[src/rtl/exe_stage_elastic_if.sv]
// Handshake/bus bundle for the elastic Dec0 -> Int0 execute stage register.
// master = producer/consumer environment, slave = the stage itself.
interface exe_stage_elastic_if #(
    parameter int OPR_W  = 32,
    parameter int NODE_W = 16,
    parameter int GEN_W  = 12,
    parameter int DOPC_W = 10,
    parameter int INS_W  = 27,
    parameter int DEPTH  = 2
);
    localparam int CNT_W = $clog2(DEPTH) + 1;

    logic              in_valid;
    logic              in_ready;
    logic [NODE_W-1:0] in_node;
    logic [GEN_W-1:0]  in_gen;
    logic [OPR_W-1:0]  in_opr0;
    logic [OPR_W-1:0]  in_opr1;
    logic              in_mem_wen;
    logic [DOPC_W-1:0] in_dopc;
    logic [INS_W-1:0]  in_ins;
    logic              in_pg_mul;
    logic              in_pg_sh;

    logic              flush;
    logic [GEN_W-1:0]  flush_gen;

    logic              out_valid;
    logic              out_ready;
    logic [NODE_W-1:0] out_node;
    logic [GEN_W-1:0]  out_gen;
    logic [OPR_W-1:0]  out_opr0;
    logic [OPR_W-1:0]  out_opr1;
    logic              out_mem_wen;
    logic              out_pg_mul;
    logic              out_pg_sh;
    logic [DOPC_W-4:0] out_dopc;
    logic [1:0]        out_cc;
    logic [15:0]       out_imm16;
    logic [3:0]        out_acc_sel;

    logic [CNT_W-1:0]  occupancy;
    logic [7:0]        drop_cnt;

    modport master (
        output in_valid, in_node, in_gen, in_opr0, in_opr1, in_mem_wen,
               in_dopc, in_ins, in_pg_mul, in_pg_sh, flush, flush_gen, out_ready,
        input  in_ready, out_valid, out_node, out_gen, out_opr0, out_opr1,
               out_mem_wen, out_pg_mul, out_pg_sh, out_dopc, out_cc, out_imm16,
               out_acc_sel, occupancy, drop_cnt
    );

    modport slave (
        input  in_valid, in_node, in_gen, in_opr0, in_opr1, in_mem_wen,
               in_dopc, in_ins, in_pg_mul, in_pg_sh, flush, flush_gen, out_ready,
        output in_ready, out_valid, out_node, out_gen, out_opr0, out_opr1,
               out_mem_wen, out_pg_mul, out_pg_sh, out_dopc, out_cc, out_imm16,
               out_acc_sel, occupancy, drop_cnt
    );
endinterface

[src/rtl/exe_stage_elastic.sv]
// Elastic Dec/Exe stage: DEPTH-entry FIFO with generation-tagged flush and a drop counter.
// Optional EXE_STAGE_BYPASS_EN presents an input token straight to Int0 when the FIFO is empty.
module exe_stage_elastic #(
    parameter int OPR_W  = 32,
    parameter int NODE_W = 16,
    parameter int GEN_W  = 12,
    parameter int DOPC_W = 10,
    parameter int INS_W  = 27,
    parameter int DEPTH  = 2
) (
    input logic               clk,
    input logic               rst,
    exe_stage_elastic_if.slave pipe_io
);
    localparam int PTR_W = $clog2(DEPTH);
    localparam int CNT_W = PTR_W + 1;

    typedef struct packed {
        logic [NODE_W-1:0] node;
        logic [GEN_W-1:0]  gen;
        logic [OPR_W-1:0]  opr0;
        logic [OPR_W-1:0]  opr1;
        logic              mem_wen;
        logic [DOPC_W-1:0] dopc;
        logic [INS_W-1:0]  ins;
        logic              pg_mul;
        logic              pg_sh;
    } tok_t;

    function automatic logic [7:0] sat_add8(input logic [7:0] a, input logic [3:0] b);
        logic [8:0] s;
        s = {1'b0, a} + {5'b0, b};
        return s[8] ? 8'hFF : s[7:0];
    endfunction

    tok_t             mem_q [DEPTH];
    logic [DEPTH-1:0] kill_q, kill_d;
    logic [PTR_W-1:0] rd_ptr_q, rd_ptr_d;
    logic [PTR_W-1:0] wr_ptr_q, wr_ptr_d;
    logic [CNT_W-1:0] count_q, count_d;
    logic [7:0]       drop_cnt_q, drop_cnt_d;

    tok_t in_tok, head_tok, sel_tok, out_tok;
    logic fifo_empty, head_killed, fifo_vld, byp_vld, out_vld;
    logic in_match, push_hs, pop_hs, byp_take, wr_en, pop;
    logic [3:0] n_drop;

    assign in_tok = '{node: pipe_io.in_node, gen: pipe_io.in_gen, opr0: pipe_io.in_opr0,
                      opr1: pipe_io.in_opr1, mem_wen: pipe_io.in_mem_wen,
                      dopc: pipe_io.in_dopc, ins: pipe_io.in_ins,
                      pg_mul: pipe_io.in_pg_mul, pg_sh: pipe_io.in_pg_sh};

    assign fifo_empty       = (count_q == '0);
    assign pipe_io.in_ready = !rst && (count_q < CNT_W'(DEPTH));
    assign head_tok         = mem_q[rd_ptr_q];
    assign head_killed      = !fifo_empty && kill_q[rd_ptr_q];
    assign fifo_vld         = !rst && !fifo_empty && !kill_q[rd_ptr_q];

    assign in_match = pipe_io.flush && (pipe_io.in_gen == pipe_io.flush_gen);
    assign push_hs  = pipe_io.in_valid && pipe_io.in_ready;

`ifdef EXE_STAGE_BYPASS_EN
    assign byp_vld = !rst && fifo_empty && pipe_io.in_valid && !in_match;
`else
    assign byp_vld = 1'b0;
`endif

    assign out_vld  = fifo_vld || byp_vld;
    assign sel_tok  = byp_vld ? in_tok : head_tok;
    assign pop_hs   = fifo_vld && pipe_io.out_ready;
    assign byp_take = byp_vld && pipe_io.out_ready;
    assign wr_en    = push_hs && !in_match && !byp_take;
    // Killed heads drain one per cycle without ever being offered downstream.
    assign pop      = pop_hs || head_killed;

    always_comb begin
        logic [PTR_W-1:0] off;
        kill_d = kill_q;
        n_drop = {3'b0, push_hs && in_match};
        off    = '0;
        for (int i = 0; i < DEPTH; i++) begin
            off = PTR_W'(i) - rd_ptr_q;
            if (pipe_io.flush && ({1'b0, off} < count_q) && !kill_q[i] &&
                (mem_q[i].gen == pipe_io.flush_gen) &&
                !(pop_hs && (PTR_W'(i) == rd_ptr_q))) begin
                kill_d[i] = 1'b1;
                n_drop    = n_drop + 4'd1;
            end
        end
        if (wr_en) kill_d[wr_ptr_q] = 1'b0;
    end

    assign count_d    = count_q + CNT_W'(wr_en) - CNT_W'(pop);
    assign rd_ptr_d   = pop   ? rd_ptr_q + 1'b1 : rd_ptr_q;
    assign wr_ptr_d   = wr_en ? wr_ptr_q + 1'b1 : wr_ptr_q;
    assign drop_cnt_d = sat_add8(drop_cnt_q, n_drop);

    always_ff @(posedge clk) begin
        if (rst) begin
            count_q    <= '0;
            kill_q     <= '0;
            rd_ptr_q   <= '0;
            wr_ptr_q   <= '0;
            drop_cnt_q <= '0;
        end else begin
            count_q    <= count_d;
            kill_q     <= kill_d;
            rd_ptr_q   <= rd_ptr_d;
            wr_ptr_q   <= wr_ptr_d;
            drop_cnt_q <= drop_cnt_d;
        end
    end

    // Payload storage carries no reset; occupancy is tracked by count/kill only.
    always_ff @(posedge clk) begin
        if (wr_en) mem_q[wr_ptr_q] <= in_tok;
    end

    assign out_tok = out_vld ? sel_tok : '0;

    assign pipe_io.out_valid   = out_vld;
    assign pipe_io.out_node    = out_tok.node;
    assign pipe_io.out_gen     = out_tok.gen;
    assign pipe_io.out_opr0    = out_tok.opr0;
    assign pipe_io.out_opr1    = out_tok.opr1;
    assign pipe_io.out_mem_wen = out_tok.mem_wen;
    assign pipe_io.out_pg_mul  = out_tok.pg_mul;
    assign pipe_io.out_pg_sh   = out_tok.pg_sh;
    assign pipe_io.out_dopc    = out_tok.dopc[DOPC_W-1:3];
    assign pipe_io.out_cc      = out_tok.ins[6:5];
    assign pipe_io.out_imm16   = {11'b0, out_tok.ins[4:0]};
    assign pipe_io.out_acc_sel = out_tok.dopc[2] ? out_tok.opr1[3:0] : out_tok.ins[3:0];
    assign pipe_io.occupancy   = count_q;
    assign pipe_io.drop_cnt    = drop_cnt_q;

    logic unused_bits;
    assign unused_bits = ^{out_tok.ins[INS_W-1:7], out_tok.dopc[1:0]};
endmodule

[src/flat_wrapper.sv]
// flat-port wrapper written by rule: the top's interface ports become plain ports
module exe_stage_elastic_flat 
#(
    parameter int OPR_W  = 32,
    parameter int NODE_W = 16,
    parameter int GEN_W  = 12,
    parameter int DOPC_W = 10,
    parameter int INS_W  = 27,
    parameter int DEPTH  = 2
)
  (clk, rst, pipe_io_in_valid, pipe_io_in_node, pipe_io_in_gen, pipe_io_in_opr0, pipe_io_in_opr1, pipe_io_in_mem_wen, pipe_io_in_dopc, pipe_io_in_ins, pipe_io_in_pg_mul, pipe_io_in_pg_sh, pipe_io_flush, pipe_io_flush_gen, pipe_io_out_ready, pipe_io_in_ready, pipe_io_out_valid, pipe_io_out_node, pipe_io_out_gen, pipe_io_out_opr0, pipe_io_out_opr1, pipe_io_out_mem_wen, pipe_io_out_pg_mul, pipe_io_out_pg_sh, pipe_io_out_dopc, pipe_io_out_cc, pipe_io_out_imm16, pipe_io_out_acc_sel, pipe_io_occupancy, pipe_io_drop_cnt);
  exe_stage_elastic_if #(.OPR_W(OPR_W), .NODE_W(NODE_W), .GEN_W(GEN_W), .DOPC_W(DOPC_W), .INS_W(INS_W), .DEPTH(DEPTH)) pipe_io_i ();
  input logic clk;
  input logic rst;
  input wire logic [$bits(pipe_io_i.in_valid)-1:0] pipe_io_in_valid;
  input wire logic [$bits(pipe_io_i.in_node)-1:0] pipe_io_in_node;
  input wire logic [$bits(pipe_io_i.in_gen)-1:0] pipe_io_in_gen;
  input wire logic [$bits(pipe_io_i.in_opr0)-1:0] pipe_io_in_opr0;
  input wire logic [$bits(pipe_io_i.in_opr1)-1:0] pipe_io_in_opr1;
  input wire logic [$bits(pipe_io_i.in_mem_wen)-1:0] pipe_io_in_mem_wen;
  input wire logic [$bits(pipe_io_i.in_dopc)-1:0] pipe_io_in_dopc;
  input wire logic [$bits(pipe_io_i.in_ins)-1:0] pipe_io_in_ins;
  input wire logic [$bits(pipe_io_i.in_pg_mul)-1:0] pipe_io_in_pg_mul;
  input wire logic [$bits(pipe_io_i.in_pg_sh)-1:0] pipe_io_in_pg_sh;
  input wire logic [$bits(pipe_io_i.flush)-1:0] pipe_io_flush;
  input wire logic [$bits(pipe_io_i.flush_gen)-1:0] pipe_io_flush_gen;
  input wire logic [$bits(pipe_io_i.out_ready)-1:0] pipe_io_out_ready;
  output wire logic [$bits(pipe_io_i.in_ready)-1:0] pipe_io_in_ready;
  output wire logic [$bits(pipe_io_i.out_valid)-1:0] pipe_io_out_valid;
  output wire logic [$bits(pipe_io_i.out_node)-1:0] pipe_io_out_node;
  output wire logic [$bits(pipe_io_i.out_gen)-1:0] pipe_io_out_gen;
  output wire logic [$bits(pipe_io_i.out_opr0)-1:0] pipe_io_out_opr0;
  output wire logic [$bits(pipe_io_i.out_opr1)-1:0] pipe_io_out_opr1;
  output wire logic [$bits(pipe_io_i.out_mem_wen)-1:0] pipe_io_out_mem_wen;
  output wire logic [$bits(pipe_io_i.out_pg_mul)-1:0] pipe_io_out_pg_mul;
  output wire logic [$bits(pipe_io_i.out_pg_sh)-1:0] pipe_io_out_pg_sh;
  output wire logic [$bits(pipe_io_i.out_dopc)-1:0] pipe_io_out_dopc;
  output wire logic [$bits(pipe_io_i.out_cc)-1:0] pipe_io_out_cc;
  output wire logic [$bits(pipe_io_i.out_imm16)-1:0] pipe_io_out_imm16;
  output wire logic [$bits(pipe_io_i.out_acc_sel)-1:0] pipe_io_out_acc_sel;
  output wire logic [$bits(pipe_io_i.occupancy)-1:0] pipe_io_occupancy;
  output wire logic [$bits(pipe_io_i.drop_cnt)-1:0] pipe_io_drop_cnt;
  assign pipe_io_i.in_valid = pipe_io_in_valid;
  assign pipe_io_i.in_node = pipe_io_in_node;
  assign pipe_io_i.in_gen = pipe_io_in_gen;
  assign pipe_io_i.in_opr0 = pipe_io_in_opr0;
  assign pipe_io_i.in_opr1 = pipe_io_in_opr1;
  assign pipe_io_i.in_mem_wen = pipe_io_in_mem_wen;
  assign pipe_io_i.in_dopc = pipe_io_in_dopc;
  assign pipe_io_i.in_ins = pipe_io_in_ins;
  assign pipe_io_i.in_pg_mul = pipe_io_in_pg_mul;
  assign pipe_io_i.in_pg_sh = pipe_io_in_pg_sh;
  assign pipe_io_i.flush = pipe_io_flush;
  assign pipe_io_i.flush_gen = pipe_io_flush_gen;
  assign pipe_io_i.out_ready = pipe_io_out_ready;
  assign pipe_io_in_ready = pipe_io_i.in_ready;
  assign pipe_io_out_valid = pipe_io_i.out_valid;
  assign pipe_io_out_node = pipe_io_i.out_node;
  assign pipe_io_out_gen = pipe_io_i.out_gen;
  assign pipe_io_out_opr0 = pipe_io_i.out_opr0;
  assign pipe_io_out_opr1 = pipe_io_i.out_opr1;
  assign pipe_io_out_mem_wen = pipe_io_i.out_mem_wen;
  assign pipe_io_out_pg_mul = pipe_io_i.out_pg_mul;
  assign pipe_io_out_pg_sh = pipe_io_i.out_pg_sh;
  assign pipe_io_out_dopc = pipe_io_i.out_dopc;
  assign pipe_io_out_cc = pipe_io_i.out_cc;
  assign pipe_io_out_imm16 = pipe_io_i.out_imm16;
  assign pipe_io_out_acc_sel = pipe_io_i.out_acc_sel;
  assign pipe_io_occupancy = pipe_io_i.occupancy;
  assign pipe_io_drop_cnt = pipe_io_i.drop_cnt;
  exe_stage_elastic #(.OPR_W(OPR_W), .NODE_W(NODE_W), .GEN_W(GEN_W), .DOPC_W(DOPC_W), .INS_W(INS_W), .DEPTH(DEPTH)) u_core (.clk(clk), .rst(rst), .pipe_io(pipe_io_i));
endmodule
[config.mk]
export PLATFORM = sky130hd
export DESIGN_NAME = exe_stage_elastic_flat
export DESIGN_NICKNAME = d
export VERILOG_FILES = /design/src/rtl/exe_stage_elastic_if.sv /design/src/rtl/exe_stage_elastic.sv /design/src/flat_wrapper.sv
export SDC_FILE = /design/constraint.sdc
export NUM_CORES = 1
export LEC_CHECK = 0
export BUFFER_PORTS_ARGS = -buffer_cell sky130_fd_sc_hd__buf_2
export CORE_MARGIN = 5
export CORE_UTILIZATION = 35
export CTS_BUF_LIST = sky130_fd_sc_hd__clkbuf_16
export CTS_CLUSTER_SIZE = 40
export DETAILED_ROUTE_END_ITERATION = 7
export PLACE_DENSITY = 0.64
export RECOVER_POWER = 50
export SLEW_MARGIN = 20
export SYNTH_ARGS = -nofsm -noshare
export SYNTH_HDL_FRONTEND = slang
export SYNTH_SLANG_ARGS = --single-unit
export TNS_END_PERCENT = 50
[constraint.sdc]
create_clock -name clk -period 9.3 [get_ports clk]
set_clock_uncertainty 0.05 [all_clocks]
set_input_delay 0.465 -clock clk [delete_from_list [all_inputs] [get_ports clk]]
set_output_delay 0.465 -clock clk [all_outputs]
set_load 0.01 [all_outputs]
### Word-level counts from Yosys, hierarchy flattened

Memory sizes are Yosys's and may differ from the RTL's. A register that Yosys moved wholly into a read port is not among the register bits.
Cells that the tools add are included.

| word-level totals | value |
|---|---|
| RAM bits | 264 |
| word-level logic and storage cells | 73 |
| input port bits | 149 |
| output and inout port bits | 136 |
| register bits | 14 |
| memories | 1 |

Memories:

| name | words | bits a word | read ports | clocked after Yosys merged registers in | wr ports | line | source |
|---|---|---|---|---|---|---|---|
| u_core.mem_q | 2 | 132 | 3 | 1 | 1 | exe_stage_elastic.sv:36 | `tok_t mem_q [DEPTH];` |

| operators by class | value |
|---|---|
| bitwise logic cells | 3 |
| mux-type cells | 16 |
| $add $sub $neg | 9 |
| eq/ne operators | 3 |
| reductions and logical operators | 30 |
| order comparisons | 6 |

Operators by type and width:

| operator | number |
|---|---|
| two-way mux 132 bit | 1 |
| == test 12 bit | 3 |
| logical AND 1 bit | 20 |
| adder 8 x 4 -> 9 bit | 1 |
| two-way mux 1 bit | 9 |
| zero test 1 bit | 8 |
| two-way mux 4 bit | 2 |
| two-way mux 8 bit | 1 |
| adder 4 x 1 -> 4 bit (second input constant) | 1 |
| less-than comparator 1 x 2 -> 1 bit | 2 |
| less-than comparator 1 x 2 -> 1 bit (second input constant) | 2 |
| two-way mux 2 bit | 2 |
| adder 1 bit (second input constant) | 2 |
| adder 1 x 1 -> 2 bit (second input constant) | 1 |
| adder 2 x 1 -> 2 bit | 1 |
| AND 2 bit | 1 |
| zero test 2 bit | 1 |
| less-than comparator 2 bit (second input constant) | 1 |
| NOT 2 bit | 1 |
| subtractor 1 bit (first input constant) | 2 |
| subtractor 2 x 1 -> 2 bit | 1 |
| demux 1 bit (select 1 bit) | 1 |
| >= comparator 1 bit (second input constant) | 1 |
| logical OR 1 bit | 1 |
| NOT 1 bit | 1 |

### Logic depth before layout (Yosys ltp)

Gate-level depths: netlist of the first run.

| depth | value |
|---|---|
| depth in word-level cells | 13 |
| gate-level depth with buffers | 15 |
| mapped depth without buffers | 14 |

### Worst setup path after synthesis of the first run

Ideal clock, no wire load.

| timing path | value |
|---|---|
| path type | input -> register |
| start point | input rst |
| end point | register u_core.wr_ptr_q |
| arrival | 9.186 ns |
| path buffers | 1 |
| library setup time | 0.119 ns |
| cell stages on the path | 5 |
| data required time | 9.131 ns |
| slack | -0.054 ns |
| cells stage by stage | clkbuf_1 nor2_1 nand2_1 nor3_1 o21bai_1 |

| on the way | value |
|---|---|
| cells in the longest elaborated chain, start to end | 4 |

Ends and longest elaborated chain:

| what | line | source |
|---|---|---|
| from (decl) | flat_wrapper.sv:14 | `input logic rst;` |
| zero test 1 bit | exe_stage_elastic.sv:54 | `assign pipe_io.in_ready = !rst && (count_q < CNT_W'(DEPTH));` |
| logical AND 1 bit | exe_stage_elastic.sv:54 |  |
| via pipe_io_in_ready | flat_wrapper.sv:28 | `output wire logic [$bits(pipe_io_i.in_ready)-1:0] pipe_io_in_ready;` |
| logical AND 1 bit | exe_stage_elastic.sv:60 | `assign push_hs = pipe_io.in_valid && pipe_io.in_ready;` |
| logical AND 1 bit | exe_stage_elastic.sv:72 | `assign wr_en = push_hs && !in_match && !byp_take;` |
| to (signal assigned) | exe_stage_elastic.sv:109 | `wr_ptr_q <= wr_ptr_d;` |
| to (decl) | exe_stage_elastic.sv:39 | `logic [PTR_W-1:0] wr_ptr_q, wr_ptr_d;` |

The timed path passes the listed nets, and every way through them passes these cells.
A chain may end at the register's enable or synchronous reset.

### Worst setup path in the final report of the first run

| timing path | value |
|---|---|
| start point | register u_core.count_q[1] (netlist: u_core.pipe_io.occupancy[1]) |
| end point | memory u_core.mem_q[0][59] (netlist bit) (enable) |

| on the way | value |
|---|---|
| cells in the longest elaborated chain, start to end | 6 |

Ends and longest elaborated chain:

| what | line | source |
|---|---|---|
| from (decl) | exe_stage_elastic.sv:40 | `logic [CNT_W-1:0] count_q, count_d;` |
| from (signal assigned) | exe_stage_elastic.sv:106 | `count_q <= count_d;` |
| less-than comparator 2 bit | exe_stage_elastic.sv:54 |  |
| logical AND 1 bit | exe_stage_elastic.sv:54 |  |
| logical AND 1 bit | exe_stage_elastic.sv:60 |  |
| logical AND 1 bit | exe_stage_elastic.sv:72 |  |
| two-way mux 1 bit | exe_stage_elastic.sv:116 | `if (wr_en) mem_q[wr_ptr_q] <= in_tok;` |
| two-way mux 1 bit (not written as such) | exe_stage_elastic.sv:116 |  |
| to (decl) | exe_stage_elastic.sv:36 |  |

No other way between the ends.

==> flow_metrics.tcl, run 1 <==
set metrics [dict create \
    clock_path_buffers 3 \
    path_delay_family "buffers and inverters" \
    cts-root-buf "clkbuf_16" \
    tightest_slew_ns 3.44 \
    via_per_inst 4.65 \
    fin_cells 1245 \
    hold_class "in2reg" \
    rows 60 \
    failed_checks "max-capacitance violations, max-slew violations" \
    synth_ff_type "edfxtp_1" \
    rsz0062_at_grt "false" \
    syn_to_final_growth_pct 24.3 \
    clock.fmax_ghz 0.247 \
    drc 0 \
    io_buffers 251 \
    cpPeakStageDelay_ns 2.43 \
    diodes 0 \
    startpoint_type "flop" \
    finalHoldViolations 0 \
    cts_resized 0 \
    synth_top_area_frac 0.687 \
    die_y_um 176 \
    finalSetupViolCount 0 \
    yosysMostFrequentCell "edfxtp_1" \
    synth_area_um2 9620 \
    final_antenna_net_count 0 \
    cts_tree "built" \
    placed_cell_area_um2 11200 \
    nets 1041 \
    fin_ws_ns 5.26 \
    status "finished with violations" \
    required_ns 9.30 \
    netlist-cell-type-count 39 \
    synth_area_per_cell_um2 15.3 \
    ys_ff_latch 235 \
    regArea_um2 6910 \
    cts_setup_buffers 0 \
    synthTopCellsByArea "edfxtp_1, mux2i_1, nor2_1" \
    fin_util 0.442 \
    wl_per_cell_um 17.7 \
    cap_violations 2 \
    firstDrtPassIters 4 \
    ir_drop_mv 0.160 \
    clkTransAtPathRegs_ns 0.06 \
    ctsHoldBuffers 0 \
    min_from "pipe_io_in_opr1[27]" \
    grt_max_degree 66 \
    multiInputGateArea_um2 2490 \
    seq_area_frac_synth 0.718 \
    pin_count 285 \
    placed_cells 1197 \
    cp-startpoint "u_core.pipe_io.occupancy[1]$_SDFF_PP0_" \
    power_density_nw_per_um2 224 \
    cp-end-kind "flop" \
    wl_um 22100 \
    die_w_um 176 \
    final_max_slew_viol_count 114 \
    vias 5787 \
    core-area_um2 27000 \
    grt-ovfl-total 0 \
    stdcell_area_um2 11900 \
    slowest_stage "clkbuf_1" \
    worstPathMaxFanout 58 \
    syn_inst 627 \
    post-place-ws_ns 5.18 \
    period_minus_slack_ns 4.04 \
    crit_chain "nor2_1 > nand2_1 > nor3_1 > clkbuf_1" \
    p_leak_uw 0.00441 \
    fillers 2527 \
    yosysWarnings 0 \
    tns_ns 0 \
    antenna_found_initial 3 \
    ys_top_cells_by_count "edfxtp_1, nor2_1, mux2i_1, xnor2_1" \
    die_area_um2 30900 \
    clock_sinks 235 \
    fin_crit_sh 0.434 \
    dp_hpwl_um 14600 \
    grt_pass1_wl_um 33800 \
    cp.buffers_inverters 1 \
    drt-initial-drc-count 267 \
    yosysTopAreaCell "edfxtp_1" \
    grt_pass1_vias 6130 \
    setup.worst_path.class "reg2reg" \
    gp_congestion 0.766 \
    crit_arrival_ns 4.04 \
    relSlewSlack -1.29 \
    grt_usage 0.138 \
    synthArstFlopShare 0 \
    initial_core_util 0.356 \
    r2r_start "u_core.pipe_io.occupancy[1]$_SDFF_PP0_" \
    drive_gt1_frac 0.259 \
    synth_edf_count 220 \
    clk_latency_ns 0.51 \
    h-tree-depth 1 \
    cts_buffers 26 \
]
## cells by family after synthesis
| group | after synthesis | synth area share |
|---|---|---|
| XOR/XNOR | 43 | 0.0392 |
| adder cells (fa/ha/maj) | 8 | 0.0112 |
| flip-flops | 235 | 0.718 |
| AO/OA/AOI/OAI | 20 | 0.0151 |
| buffers and inverters | 48 | 0.0251 |
| other | 1 | 0.000390 |
| AND/OR/NAND/NOR | 156 | 0.0695 |
| multiplexers | 116 | 0.121 |
## metrics by stage
stage	hold slack (ns)	power [uW]
after floorplan	0.395	1530
after global placement	0.419	1690
after detailed placement	0.437	1690
after CTS	0.0532	2730
after global routing	0.0491	2810
final	0.0839	2680
## sequential cells by signal, summed over array words and instances, names as in the netlist, named ones only
signal	cells
u_core.wr_ptr_q	1
u_core.rd_ptr_q	1
u_core.kill_q	2
u_core.mem_q	220
u_core.pipe_io.drop_cnt	8
u_core.pipe_io.occupancy	2
## metal layers
layer	GRT usage	share of wire	wire (um)
met3	0.0428	0.080	1760
met5	0	0.0011	24
met2	0.232	0.48	10700
met4	0.0351	0.020	433
met1	0.175	0.42	9190
## worst reg2reg max path: cells and delay by family (launching register included)
kind / cells / cell delay, ns
and+or+nand+nor: 3 / 0.63
DFF: 1 / 0.39
buffers and inverters: 1 / 2.43
## area by class of cell
class                           count  area share
Clock inverter                     21      0.0161
Timing Repair Buffer              257       0.101
Inverter                           10     0.00314
Clock buffer                       27      0.0565
Multi-Input combinational cell    354       0.209
Tap cell                          341      0.0357
Sequential cell                   235       0.578
## path summary, 6_finish.rpt
check,endpoint,slack (ns),cells past startpoint
max,u_core.mem_q[0][59]$_DFFE_PP_,5.26,4
min,u_core.mem_q[0][67]$_DFFE_PP_,0.08,1
max reg2reg,u_core.mem_q[0][59]$_DFFE_PP_,5.26,4
min reg2reg,u_core.kill_q[1]$_SDFF_PP0_,0.45,1
## report_power, final
| group | leakage [uW] | switching [uW] | total (uW) | internal (uW) |
|---|---|---|---|---|
| clock | 0.000443 | 395 | 1030 | 632 |
| sequential | 0.00214 | 26.5 | 1270 | 1240 |
| combinational | 0.00183 | 243 | 386 | 143 |
| total | 0.00441 | 665 | 2680 | 2020 |
## layout by cell type (no fill, tap or decap), types with 3 or more instances in the layout
cell type and instances:
nand2_1 5, clkinv_1 7, inv_1 15, buf_4 4, mux2_2 4, dfxtp_1 14, nand4_1 8, nor4_1 3
bufinv_16 4, buf_2 185, nor3_1 4, clkbuf_16 27, clkinv_2 4, nor2_1 120, xor2_1 15, conb_1 11
clkbuf_1 68, a21oi_1 10, ha_1 7, xnor2_1 28, mux2i_1 111, nor2b_1 3, edfxtp_1 220
No activity file was read; power rests on OpenSTA's default activity.
==> run 2: changes to the inputs <==
--- a/config.mk
+++ b/config.mk
@@ -5,13 +5,14 @@
 export SDC_FILE = /design/constraint.sdc
 export NUM_CORES = 1
 export LEC_CHECK = 0
+export ABC_AREA = 1
 export BUFFER_PORTS_ARGS = -buffer_cell sky130_fd_sc_hd__buf_2
 export CORE_MARGIN = 5
 export CORE_UTILIZATION = 35
 export CTS_BUF_LIST = sky130_fd_sc_hd__clkbuf_16
 export CTS_CLUSTER_SIZE = 40
 export DETAILED_ROUTE_END_ITERATION = 7
-export PLACE_DENSITY = 0.64
+export PLACE_DENSITY = 0.63
 export RECOVER_POWER = 50
 export SLEW_MARGIN = 20
 export SYNTH_ARGS = -nofsm -noshare
==> constraint.sdc (replaced) <==
create_clock -name clk -period 3.3 [get_ports clk]
set_clock_uncertainty 0.05 [all_clocks]
set_input_delay 0.165 -clock clk [delete_from_list [all_inputs] [get_ports clk]]
set_output_delay 0.165 -clock clk [all_outputs]
set_load 0.01 [all_outputs]
==> flow_metrics.tcl, run 2 <==
set metrics [dict create \
    power_density_nw_per_um2 626 \
    core-area_um2 29600 \
    period_minus_slack_ns 3.06 \
    cap_violations 0 \
    post-place-ws_ns 0.219 \
    nets 1491 \
    die_area_um2 33500 \
    syn_to_final_growth_pct 33.8 \
    ys_ff_latch 235 \
    synth_edf_count 220 \
    use_met3 0.0464 \
    cts_tree "built" \
    startpoint_type "flop" \
    largest_reg_flops 220 \
    stdcell_area_um2 14000 \
    drt-initial-drc-count 474 \
    layout.cells.most_common "nand2_1" \
    grt_usage 0.163 \
    fin_ws_ns 0.244 \
    relSlewSlack 0.600 \
    synthTopCellsByArea "edfxtp_1, nand2_1, a21oi_2" \
    clock_sinks 235 \
    drc 0 \
    grt_pass1_vias 8143 \
    via_per_inst 4.62 \
    clock.fmax_ghz 0.327 \
    yosysTopAreaCell "edfxtp_1" \
    largest-register "u_core.mem_q" \
    yosysWarnings 0 \
    fin_crit_sh 0.926 \
    grt_pass1_wl_um 43900 \
    gp_congestion 0.899 \
    drive_gt1_frac 0.245 \
    p_leak_uw 0.00577 \
    ir_drop_mv 0.421 \
    rows 63 \
    cts-root-buf "clkbuf_16" \
    clkTransAtPathRegs_ns 0.06 \
    grt-ovfl-total 0 \
    worstPathMaxFanout 8 \
    rrSetupSlack_ns 0.24 \
    netlist-cell-type-count 29 \
    antenna_found_initial 1 \
    status "finished, final reports clean" \
    cp-end-kind "flop" \
    grt.busiest_layer "met2" \
    h-tree-depth 1 \
    crit_arrival_ns 3.43 \
    rsz0062_at_grt "false" \
    timing.hold.ws_ns 0.0841 \
    vias 8045 \
    use_met1 0.205 \
    wl_per_cell_um 16.2 \
    setup.worst_path.class "reg2reg" \
    final_max_slew_viol_count 0 \
    required_ns 3.67 \
    pin_count 285 \
    wl_um 28200 \
    total_power_uw 8760 \
    synth_area_per_cell_um2 10.9 \
    synth_top_area_frac 0.631 \
    seq_area_frac_synth 0.660 \
    clock_path_buffers 3 \
    ys_top_cells_by_count "nand2_1, edfxtp_1, a21oi_2, inv_1, nor2_1" \
    synth_area_um2 10500 \
    final_antenna_net_count 0 \
    final_cell_mix "nand2_1, edfxtp_1, buf_2" \
    die_y_um 183 \
    yosysMostFrequentCell "nand2_1" \
    placed_cell_area_um2 12200 \
    io_buffers 251 \
    grt_use_met2 0.279 \
    fillers 2732 \
    dp_hpwl_um 18200 \
    clk_latency_ns 0.52 \
    finalHoldViolations 0 \
    finalSetupViolCount 0 \
    initial_core_util 0.354 \
    diodes 0 \
    die_w_um 183 \
    firstDrtPassIters 7 \
    tightest_slew_ns 0.594 \
    syn_inst 963 \
    cts_buffers 27 \
    synthArstFlopShare 0 \
    synth_ff_type "edfxtp_1" \
    grt_max_degree 103 \
    hold_class "in2reg" \
]
## run 2: cell count changes in the layout (fill, tap and decap cells not counted), moves of 25 or more
| cell | before | now |
|---|---|---|
| mux2i_1 | 111 | 0 |
| nand2_1 | 5 | 340 |
| a21oi_2 | 0 | 80 |
| inv_1 | 15 | 83 |
| a21oi_1 | 10 | 35 |
| nor2_1 | 120 | 53 |
| dlygate4sd3_1 | 0 | 112 |
## run 2: cells by family after synthesis
| logic type | Yosys count | synth area share |
|---|---|---|
| other cells | 1 | 0.000358 |
| compound gates | 135 | 0.0938 |
| simple gates | 447 | 0.170 |
| fa+ha+maj | 8 | 0.0103 |
| xor+xnor | 8 | 0.00670 |
| flops | 235 | 0.660 |
| buf+inv | 129 | 0.0584 |
## run 2: report_power, final
part           total [uW]  switching [uW]  internal (uW)
Clock                2690            1140           1550
Sequential           3630             108           3520
Combinational        2440            1640            802
## run 2: final timing paths
path	startpoint	to	depth (start not counted)
worst max-delay path	u_core.pipe_io.occupancy[1]$_SDFF_PP0_	u_core.pipe_io.drop_cnt[3]$_SDFF_PP0_	20
worst min-delay path	pipe_io_in_valid	u_core.wr_ptr_q$_SDFFE_PP0P_	5
worst max register to register	u_core.pipe_io.occupancy[1]$_SDFF_PP0_	u_core.pipe_io.drop_cnt[3]$_SDFF_PP0_	20
worst min register to register	u_core.kill_q[1]$_SDFF_PP0_	u_core.kill_q[1]$_SDFF_PP0_	2
## run 2: critical path, stage by stage (launching register included)
cell	delay, ns
dfxtp_1	0.50
nor2_1	0.14
nor2_1	0.13
nand3_1	0.08
nor2_1	0.13
nand3_1	0.15
ha_1	0.32
inv_1	0.08
nand2_1	0.05
nand2_1	0.06
inv_1	0.04
ha_1	0.20
fa_2	0.35
nand2_1	0.06
nand2_1	0.06
nand3_1	0.12
inv_1	0.08
nand3_1	0.11
nand2_1	0.06
o21ai_0	0.14
inv_1	0.05
## run 2: final cells by class
class	count	area (um2)	share of cell area
timing repair buffer	378	2470	0.177
tap	390	488	0.0349
multi-input combinational	609	3010	0.215
inverter	83	322	0.0230
clock buffer	27	676	0.0483
sequential	235	6910	0.494
clock inverter	19	119	0.00849
## run 2: what timing repair did
item	in CTS	in global routing
hold buffers	112	0
setup endpoints to repair	0	6
resized for setup	0	8
hold endpoints to repair	228	0
buffers inserted	0	1
## run 2: per-layer routing
layer / vias to the layer above / wire length, um
li1: 3937 / -
met1: 3761 / 11700
met2: 292 / 13500
met3: 53 / 2380
met4: 2 / 728
met5: - / 7
## run 2: metrics by stage
step                std cells  TNS [ns]   util
floorplan                 973    -27.20      -
detailed placement       1582         0  0.411
global placement         1582         0  0.411
global route             1741         0  0.473
finish                   1741         0  0.473
CTS                      1740         0  0.476
